<file path="src/rtl/hazard_fwd_ctrl.sv">
// hazard_fwd_ctrl: pipeline hazard controller with forwarding select, memory-wait freeze, halt latch and perf counters
module hazard_fwd_ctrl #(
   parameter int RW     = 5,
   parameter bit FWD_EN = 1'b1,
   parameter int CNTW   = 32
) (
   input  logic            CLK,
   input  logic            nRST,
   input  logic            ihit,
   input  logic            dhit,
   input  logic            mem_req,
   input  logic [RW-1:0]   rs_id,
   input  logic [RW-1:0]   rt_id,
   input  logic [RW-1:0]   rs_ex,
   input  logic [RW-1:0]   rt_ex,
   input  logic [RW-1:0]   ex_dest,
   input  logic            ex_wen,
   input  logic            ex_memread,
   input  logic [RW-1:0]   mem_dest,
   input  logic            mem_wen,
   input  logic [RW-1:0]   wb_dest,
   input  logic            wb_wen,
   input  logic            br_mispred,
   input  logic            halt_mem,
   output logic            stall_pc,
   output logic            stall_ifid,
   output logic            flush_ifid,
   output logic            flush_idex,
   output logic            flush_exmem,
   output logic            pipe_en,
   output logic [1:0]      fwdA,
   output logic [1:0]      fwdB,
   output logic [CNTW-1:0] stall_cnt,
   output logic [CNTW-1:0] flush_cnt
);
   typedef enum logic [1:0] {RUN, MEMWAIT, HALT} state_t;
   localparam logic [CNTW-1:0] ONE = CNTW'(1);
   state_t state_q, state_d;
   logic [CNTW-1:0] stall_cnt_q, stall_cnt_d, flush_cnt_q, flush_cnt_d;
   logic freeze, active, ld_use, raw_any, raw;
   function automatic logic hit(input logic wen, input logic [RW-1:0] dest, input logic [RW-1:0] src);
      return wen && dest != '0 && dest == src;
   endfunction
   always_comb begin
      // the cycle dhit arrives in MEMWAIT is the release cycle and runs normally
      freeze      = !dhit && (state_q == MEMWAIT || (state_q == RUN && mem_req));
      active      = state_q != HALT && !freeze;
      ld_use      = ex_memread && (hit(ex_wen, ex_dest, rs_id) || hit(ex_wen, ex_dest, rt_id));
      raw_any     = hit(ex_wen, ex_dest, rs_id) || hit(ex_wen, ex_dest, rt_id) ||
                    hit(mem_wen, mem_dest, rs_id) || hit(mem_wen, mem_dest, rt_id);
      raw         = ld_use || (!FWD_EN && raw_any);
      pipe_en     = !freeze;
      stall_pc    = state_q == HALT || (active && !br_mispred && (raw || !ihit));
      stall_ifid  = active && !br_mispred && raw;
      flush_ifid  = state_q == HALT || (active && (br_mispred || (!raw && !ihit)));
      flush_idex  = active && (br_mispred || raw);
      flush_exmem = active && br_mispred;
      fwdA        = !FWD_EN ? 2'b00 : hit(mem_wen, mem_dest, rs_ex) ? 2'b01 : hit(wb_wen, wb_dest, rs_ex) ? 2'b10 : 2'b00;
      fwdB        = !FWD_EN ? 2'b00 : hit(mem_wen, mem_dest, rt_ex) ? 2'b01 : hit(wb_wen, wb_dest, rt_ex) ? 2'b10 : 2'b00;
      state_d     = (state_q == HALT || (!freeze && halt_mem)) ? HALT : freeze ? MEMWAIT : RUN;
      stall_cnt_d = (state_q != HALT && (freeze || stall_pc) && !(&stall_cnt_q)) ? stall_cnt_q + ONE : stall_cnt_q;
      flush_cnt_d = (active && br_mispred && !(&flush_cnt_q)) ? flush_cnt_q + ONE : flush_cnt_q;
      stall_cnt   = stall_cnt_q;
      flush_cnt   = flush_cnt_q;
   end
   always_ff @(posedge CLK or negedge nRST) begin
      if (!nRST) begin
         state_q     <= RUN;
         stall_cnt_q <= '0;
         flush_cnt_q <= '0;
      end else begin
         state_q     <= state_d;
         stall_cnt_q <= stall_cnt_d;
         flush_cnt_q <= flush_cnt_d;
      end
   end
endmodule
</file>
<file path="config.mk">
export PLATFORM = sky130hd
export DESIGN_NAME = hazard_fwd_ctrl
export DESIGN_NICKNAME = d
export VERILOG_FILES = /design/src/rtl/hazard_fwd_ctrl.sv
export SDC_FILE = /design/constraint.sdc
export NUM_CORES = 1
export LEC_CHECK = 0
export CORE_ASPECT_RATIO = 1.5
export CORE_UTILIZATION = 46
export CTS_BUF_LIST = sky130_fd_sc_hd__clkbuf_16
export CTS_CLUSTER_SIZE = 8
export DETAILED_ROUTE_END_ITERATION = 16
export HOLD_SLACK_MARGIN = 0.05
export PLACE_DENSITY_LB_ADDON = 0.15
export SYNTH_ARGS = -nofsm -noshare
export SYNTH_HDL_FRONTEND = slang
export SYNTH_SLANG_ARGS = --single-unit
</file>
<file path="constraint.sdc">
create_clock -name CLK -period 2.3 [get_ports CLK]
set_input_delay 0.345 -clock CLK [delete_from_list [all_inputs] [get_ports CLK]]
set_output_delay 0.345 -clock CLK [all_outputs]
set_load 0.01 [all_outputs]
</file>
==> metrics.cfg, run 1 <==
[global_route]
grt_pass1_wl_um=14710
grt_pass1_vias=3307
antenna_found_initial=0
grt_max_degree=35
grt_overflow=0
grt_use_total_pct=23.72

[logic_synthesis]
yosys-top-cells-area=dfrtp_1 46%, xor2_1 12%, xnor2_1 9.8%
synth_seq_area_share_pct=45.98
synth_most_common_cell=dfrtp_1
syn_avg_cell_area_um2=9.896
synth_nets=411
synth_top_area_share_pct=45.98
synth_edf_count=0
netlist_area_mm2=0.003592
synth.distinct_cells=47
post_synth_most_frequent_cells=66 x dfrtp_1, 50 x xor2_1, 40 x nand2_1, 40 x xnor2_1, 35 x nand3_1
yosys_register_bits=66
ys_async_sr_fraction_pct=100.0
synth_top_area_cell=dfrtp_1
synth_ff_type=dfrtp_1
syn_inst=363
ys.warnings.count=0

[min_path]
hold_path_depth=1
hold_path_end=stall_cnt[10]$_DFFE_PN0P_
worstHoldStart=stall_cnt[10]$_DFFE_PN0P_
hold_class=flip-flop to flip-flop

[clock_network]
cts_buffers=9
cts.path.max_buffers=2
insertion_delay_ns=0.32
htree_levels=3
clk_pin_slew_ns=0.05
cts_tree=built
cts-root-buf=clkbuf_16
cts.sinks=66

[setup_path]
critPathMaxStageDelay_ns=0.55
r2r_start=stall_cnt[20]$_DFFE_PN0P_
cp-start-kind=primary input
cp_max_fo=2
crit_type=primary input to output pin
crit_family=simple AND/OR/NAND/NOR gates
worstReg2RegEnd=stall_cnt[11]$_DFFE_PN0P_
crit_arrival_ns=1.93
reg2regPathDepth=7
path_buf_inv=2
cp-end-kind=output pin
r2r_slack_ns=0.22
crit_path_cell_trace=clkdlybuf4s50_1 -> or4_1 -> o21ai_0 -> or4_4 -> nor4_2 -> buf_2
slowest_stage=or4_4
required_ns=1.96

[pwr]
power_mw=2.640
power.density_mw_per_mm2=481.0
leakage_nw=2.544
ir_drop_v=0.0006588

[timing]
fin_tns_setup_ns=0
finClkSkew_ns=0.007345
holdWs_ns=0.4853
timing.final.crit_period_ns=2.279
finalHoldViolations=0
setup_violations=0
worst_pin_slew_ns=0.4862
fmax_ghz=0.4387
timing.final.ws_setup_ns=0.02072
relSlewSlack_pct=67.34
final_max_slew_viol_count=0
fin_crit_sh_pct=99.10

[finish]
post-route-util_pct=72.09
diodes=0
final_cells=636
nNetsFinal=577
final_cell_area_mm2=0.005488
drive_gt1_share_pct=14.79
fillers=600
area_delta_synth_final_pct=52.77

[placed_design]
hpwl_um=7091
io_buffers=119
post-place-ws_ns=-0.5599
gp_congestion=0.8351
place_area_mm2=0.005189
dp_cells=618

[floorplan]
rows=39
io_pins=120
start_util_pct=47.19
die_w_um=74.16
core_area_mm2=0.007612
die_h_um=110.2
die_area_mm2=0.008174

[drt]
drc=0
vias_per_cell=5.189
ant_nets=0
vias=3300
first_pass_iters=4
routed_wl_um=9304
drt_iter0_drc=115
wl_per_cell_um=14.63

[outcome]
outcome=finished, final reports clean

[flow_run]
maxCapViolCount=0

logic make-up after synthesis:
logic type	synth area share (%)
AOI/OAI and AO/OA	4.145
xor gates and xnor gates	21.94
adders and majority gates	0.6965
buffers and inverters	1.497
DFF	45.98
muxes	0.6269
and+or+nand+nor	25.11
state kept, by name, indices dropped and copies added (netlist names):
signal	flops
flush_cnt	32
stall_cnt	32
state_q	2
what timing repair did:
item	in CTS	in global routing
hold buffers	1	0
endpoints found under the hold margin	19	0
pin swaps	11	12
resized for setup	35	21
endpoints found under the setup margin	8	8
buffers inserted	1	0
worst max path at each step:
stage,depth (start not counted),end,startpoint,slack [ns]
floorplan,7,stall_cnt[1]$_DFFE_PN0P_,stall_cnt[0]$_DFFE_PN0P_,0.23
global placement,6,fwdB[1],mem_dest[1],-0.53
detailed placement,6,fwdA[1],mem_dest[1],-0.56
CTS,6,fwdB[0],mem_dest[4],0.002
global route,6,fwdB[1],wb_dest[2],-0.03
finish,6,fwdB[1],wb_dest[2],0.02
layer usage:
layer / part of all wire, % / global-route usage, %
met2: 54 / 42.73
met4: 2.2 / 9.890
met3: 5.5 / 6.545
met5: 0 / 0
met1: 38 / 25.56
placed cells by master, fill, tap and decap left out, types with 2 or more instances in the layout:
master	count
nand2_1	40
nand4b_1	2
nor3_1	14
ha_1	2
and3_1	14
buf_2	5
buf_12	2
clkdlybuf4s50_1	94
nor4_2	4
or2_2	2
inv_1	8
buf_4	38
nor3_2	2
nand4_1	8
nand3_1	35
clkbuf_2	3
xor2_1	50
dlygate4sd2_1	10
dfrtp_1	66
or4_4	2
nor2_1	24
or3_1	3
nor4_1	9
xnor2_1	40
or4_1	2
clkinv_2	3
dlymetal6s2s_1	6
clkbuf_16	9
a21oi_1	5
nand2b_1	3
o21ai_1	2
final cells by class:
cell class	instances	area, µm²	share of cell area [%]
Multi-Input combinational cell	287	1946	35.45
Clock buffer	9	225.2	4.104
Inverter	5	18.77	0.3420
Sequential cell	66	1652	30.10
Timing Repair Buffer	160	1489	27.13
Clock inverter	7	30.03	0.5472
Tap cell	102	127.6	2.326
where the power goes:
| group | leakage (nW) | internal, mW | total [mW] | switching (mW) |
|---|---|---|---|---|
| sequential | 0.906 | 1.17 | 1.19 | 0.0175 |
| combinational | 1.50 | 0.163 | 0.281 | 0.118 |
| clock | 0.140 | 0.706 | 1.17 | 0.460 |
| total | 2.54 | 2.04 | 2.64 | 0.596 |
(Power assumes the default switching activity.)
==> run 2, diff against run 1 <==
CORE_ASPECT_RATIO = 0.8   (was 1.5)
CORE_UTILIZATION = 48   (was 46)
CTS_BUF_LIST = sky130_fd_sc_hd__clkbuf_8   (was sky130_fd_sc_hd__clkbuf_16)
SETUP_SLACK_MARGIN = 0.3   (was not set)
==> run 2 against run 1 <==
Compared with the run above:
- via count increased by 3.7%
- clock power decreased by 16%
- non-clock buffer count increased by 16
- sequential share of layout area decreased by 1.3 points
- critical endpoint is now fwdA[0]
- first-iteration DRC count increased by 29%
- largest cell class unchanged
==> metrics.cfg, run 2 (synthesis results as in run 1) <==
[timing]
worst_pin_slew_ns=0.5570
final_max_slew_viol_count=0
finClkSkew_ns=0.009377
relSlewSlack_pct=62.86
timing.final.crit_period_ns=2.057
rsz0062_at_grt=true
finalHoldViolations=0
fin_crit_sh_pct=89.44
setup_violations=0
fin_tns_setup_ns=0
timing.final.ws_setup_ns=0.2430
fmax_ghz=0.4861

[drt]
routed_wl_um=10310
drc=0
drt_iter0_drc=148
ant_nets=0
vias=3422
first_pass_iters=4
wl_per_cell_um=16.19
vias_per_cell=5.372

[clock_network]
clk_pin_slew_ns=0.08
cts_tree=built
cts.path.max_buffers=2
cts.sinks=66
htree_levels=3
cts-root-buf=clkbuf_8
insertion_delay_ns=0.35
cts_buffers=9

[outcome]
outcome=finished, final reports clean

[finish]
ff_latch_area_mm2=0.001654
final_common_cell=clkdlybuf4s50_1
fillers=450
drive_gt1_share_pct=29.82
nNetsFinal=593
final_cell_mix=71 x clkdlybuf4s50_1, 64 x dfrtp_1, 50 x xor2_1
multi_input_area_mm2=0.002225
area_delta_synth_final_pct=60.01
post-route-util_pct=81.41
diodes=0

[setup_path]
slowest_stage=nor4_4
crit_path_cell_trace=dlygate4sd2_1 -> xnor2_1 -> nand3_2 -> nor4_4 -> buf_4 -> buf_2
crit_family=buffers and inverters
cp_max_fo=3
critPathMaxStageDelay_ns=0.35
path_buf_inv=3
startpoint=mem_dest[0]
cp-end-kind=output pin
crit_arrival_ns=1.71
r2r_start=state_q[0]$_DFF_PN0_
required_ns=1.96
crit_type=primary input to output pin
cp-start-kind=primary input

[placed_design]
hpwl_um=7179
gp_congestion=0.8347
post-place-ws_ns=-0.5939
io_buffers=119

[min_path]
worstHoldStart=flush_cnt[17]$_DFFE_PN0P_
hold_class=flip-flop to flip-flop

[floorplan]
die_h_um=79.38
io_pins=120
die_area_mm2=0.007836
die_w_um=98.72
rows=27
core_area_mm2=0.007061
start_util_pct=50.88

[global_route]
grt_pass1_wl_um=15660
antenna_found_initial=0
grt_pass1_vias=3261
grt_max_degree=45
grt_overflow=0
grt_use_total_pct=25.86

[pwr]
power.density_mw_per_mm2=429.3
leakage_nw=2.665
ir_drop_v=0.0004486

[flow_run]
maxCapViolCount=0

-- run 2: worst reg2reg max path, stage by stage (launching register included) --
cell	delay, ns
dfrtp_1	0.42
or3b_4	0.41
a22oi_2	0.12
a41o_1	0.18
buf_6	0.12
nand3_4	0.12
buf_6	0.19
nor3_4	0.15
xor2_1	0.17
-- run 2: per-stage QoR --
| step | instance area (µm²) | cells | hold slack [ns] | total power [mW] |
|---|---|---|---|---|
| after floorplan | 3597 | 363 | 0.04941 | 1.282 |
| final | 5748 | 637 | 0.4931 | 2.468 |
| after global routing | 5748 | 637 | 0.5131 | 2.555 |
| after detailed placement | 5177 | 605 | 0.3576 | 1.485 |
| after CTS | 5451 | 628 | 0.4955 | 2.448 |
| after global placement | 5177 | 605 | 0.3584 | 1.481 |
-- run 2: worst paths after layout --
path,to,slack [ns],cells after the start
setup / recovery,fwdA[0],0.24,6
setup reg to reg,stall_cnt[19]$_DFFE_PN0P_,0.35,8
max in group asynchronous,state_q[1]$_DFF_PN0_,1.16,3
hold / removal,flush_cnt[17]$_DFFE_PN0P_,0.49,1
hold reg to reg,flush_cnt[17]$_DFFE_PN0P_,0.49,1
min in group asynchronous,flush_cnt[11]$_DFFE_PN0P_,0.51,2
-- run 2: what timing repair did --
action                                  4_1_cts  5_1_grt
gates resized for setup                     110       97
pin swaps                                    28       38
hold buffers                                  1        0
endpoints found under the setup margin       58       61
buffers inserted                              6        9
endpoints found under the hold margin        22        0
-- run 2: routing by layer --
layer,share of wire [%],wire length (µm),up-vias,GRT usage (%)
li1,-,-,1640,-
met1,46,4718,1641,34.71
met2,47,4847,122,41.76
met3,5.7,585,19,7.443
met4,1.5,158,0,5.970
met5,0,0,-,0
-- run 2: layout make-up --
| type | instances | share of cell area [%] |
|---|---|---|
| Tap cell | 87 | 1.894 |
| Clock inverter | 7 | 1.219 |
| Sequential cell | 66 | 28.78 |
| Clock buffer | 9 | 2.155 |
| Multi-Input combinational cell | 287 | 38.70 |
| Inverter | 5 | 0.3265 |
| Timing Repair Buffer | 176 | 26.93 |
-- run 2: where the power goes --
| part | switching (mW) | internal, mW | total, mW |
|---|---|---|---|
| clock | 0.483 | 0.498 | 0.980 |
| combinational | 0.132 | 0.167 | 0.299 |
| sequential | 0.0166 | 1.17 | 1.19 |
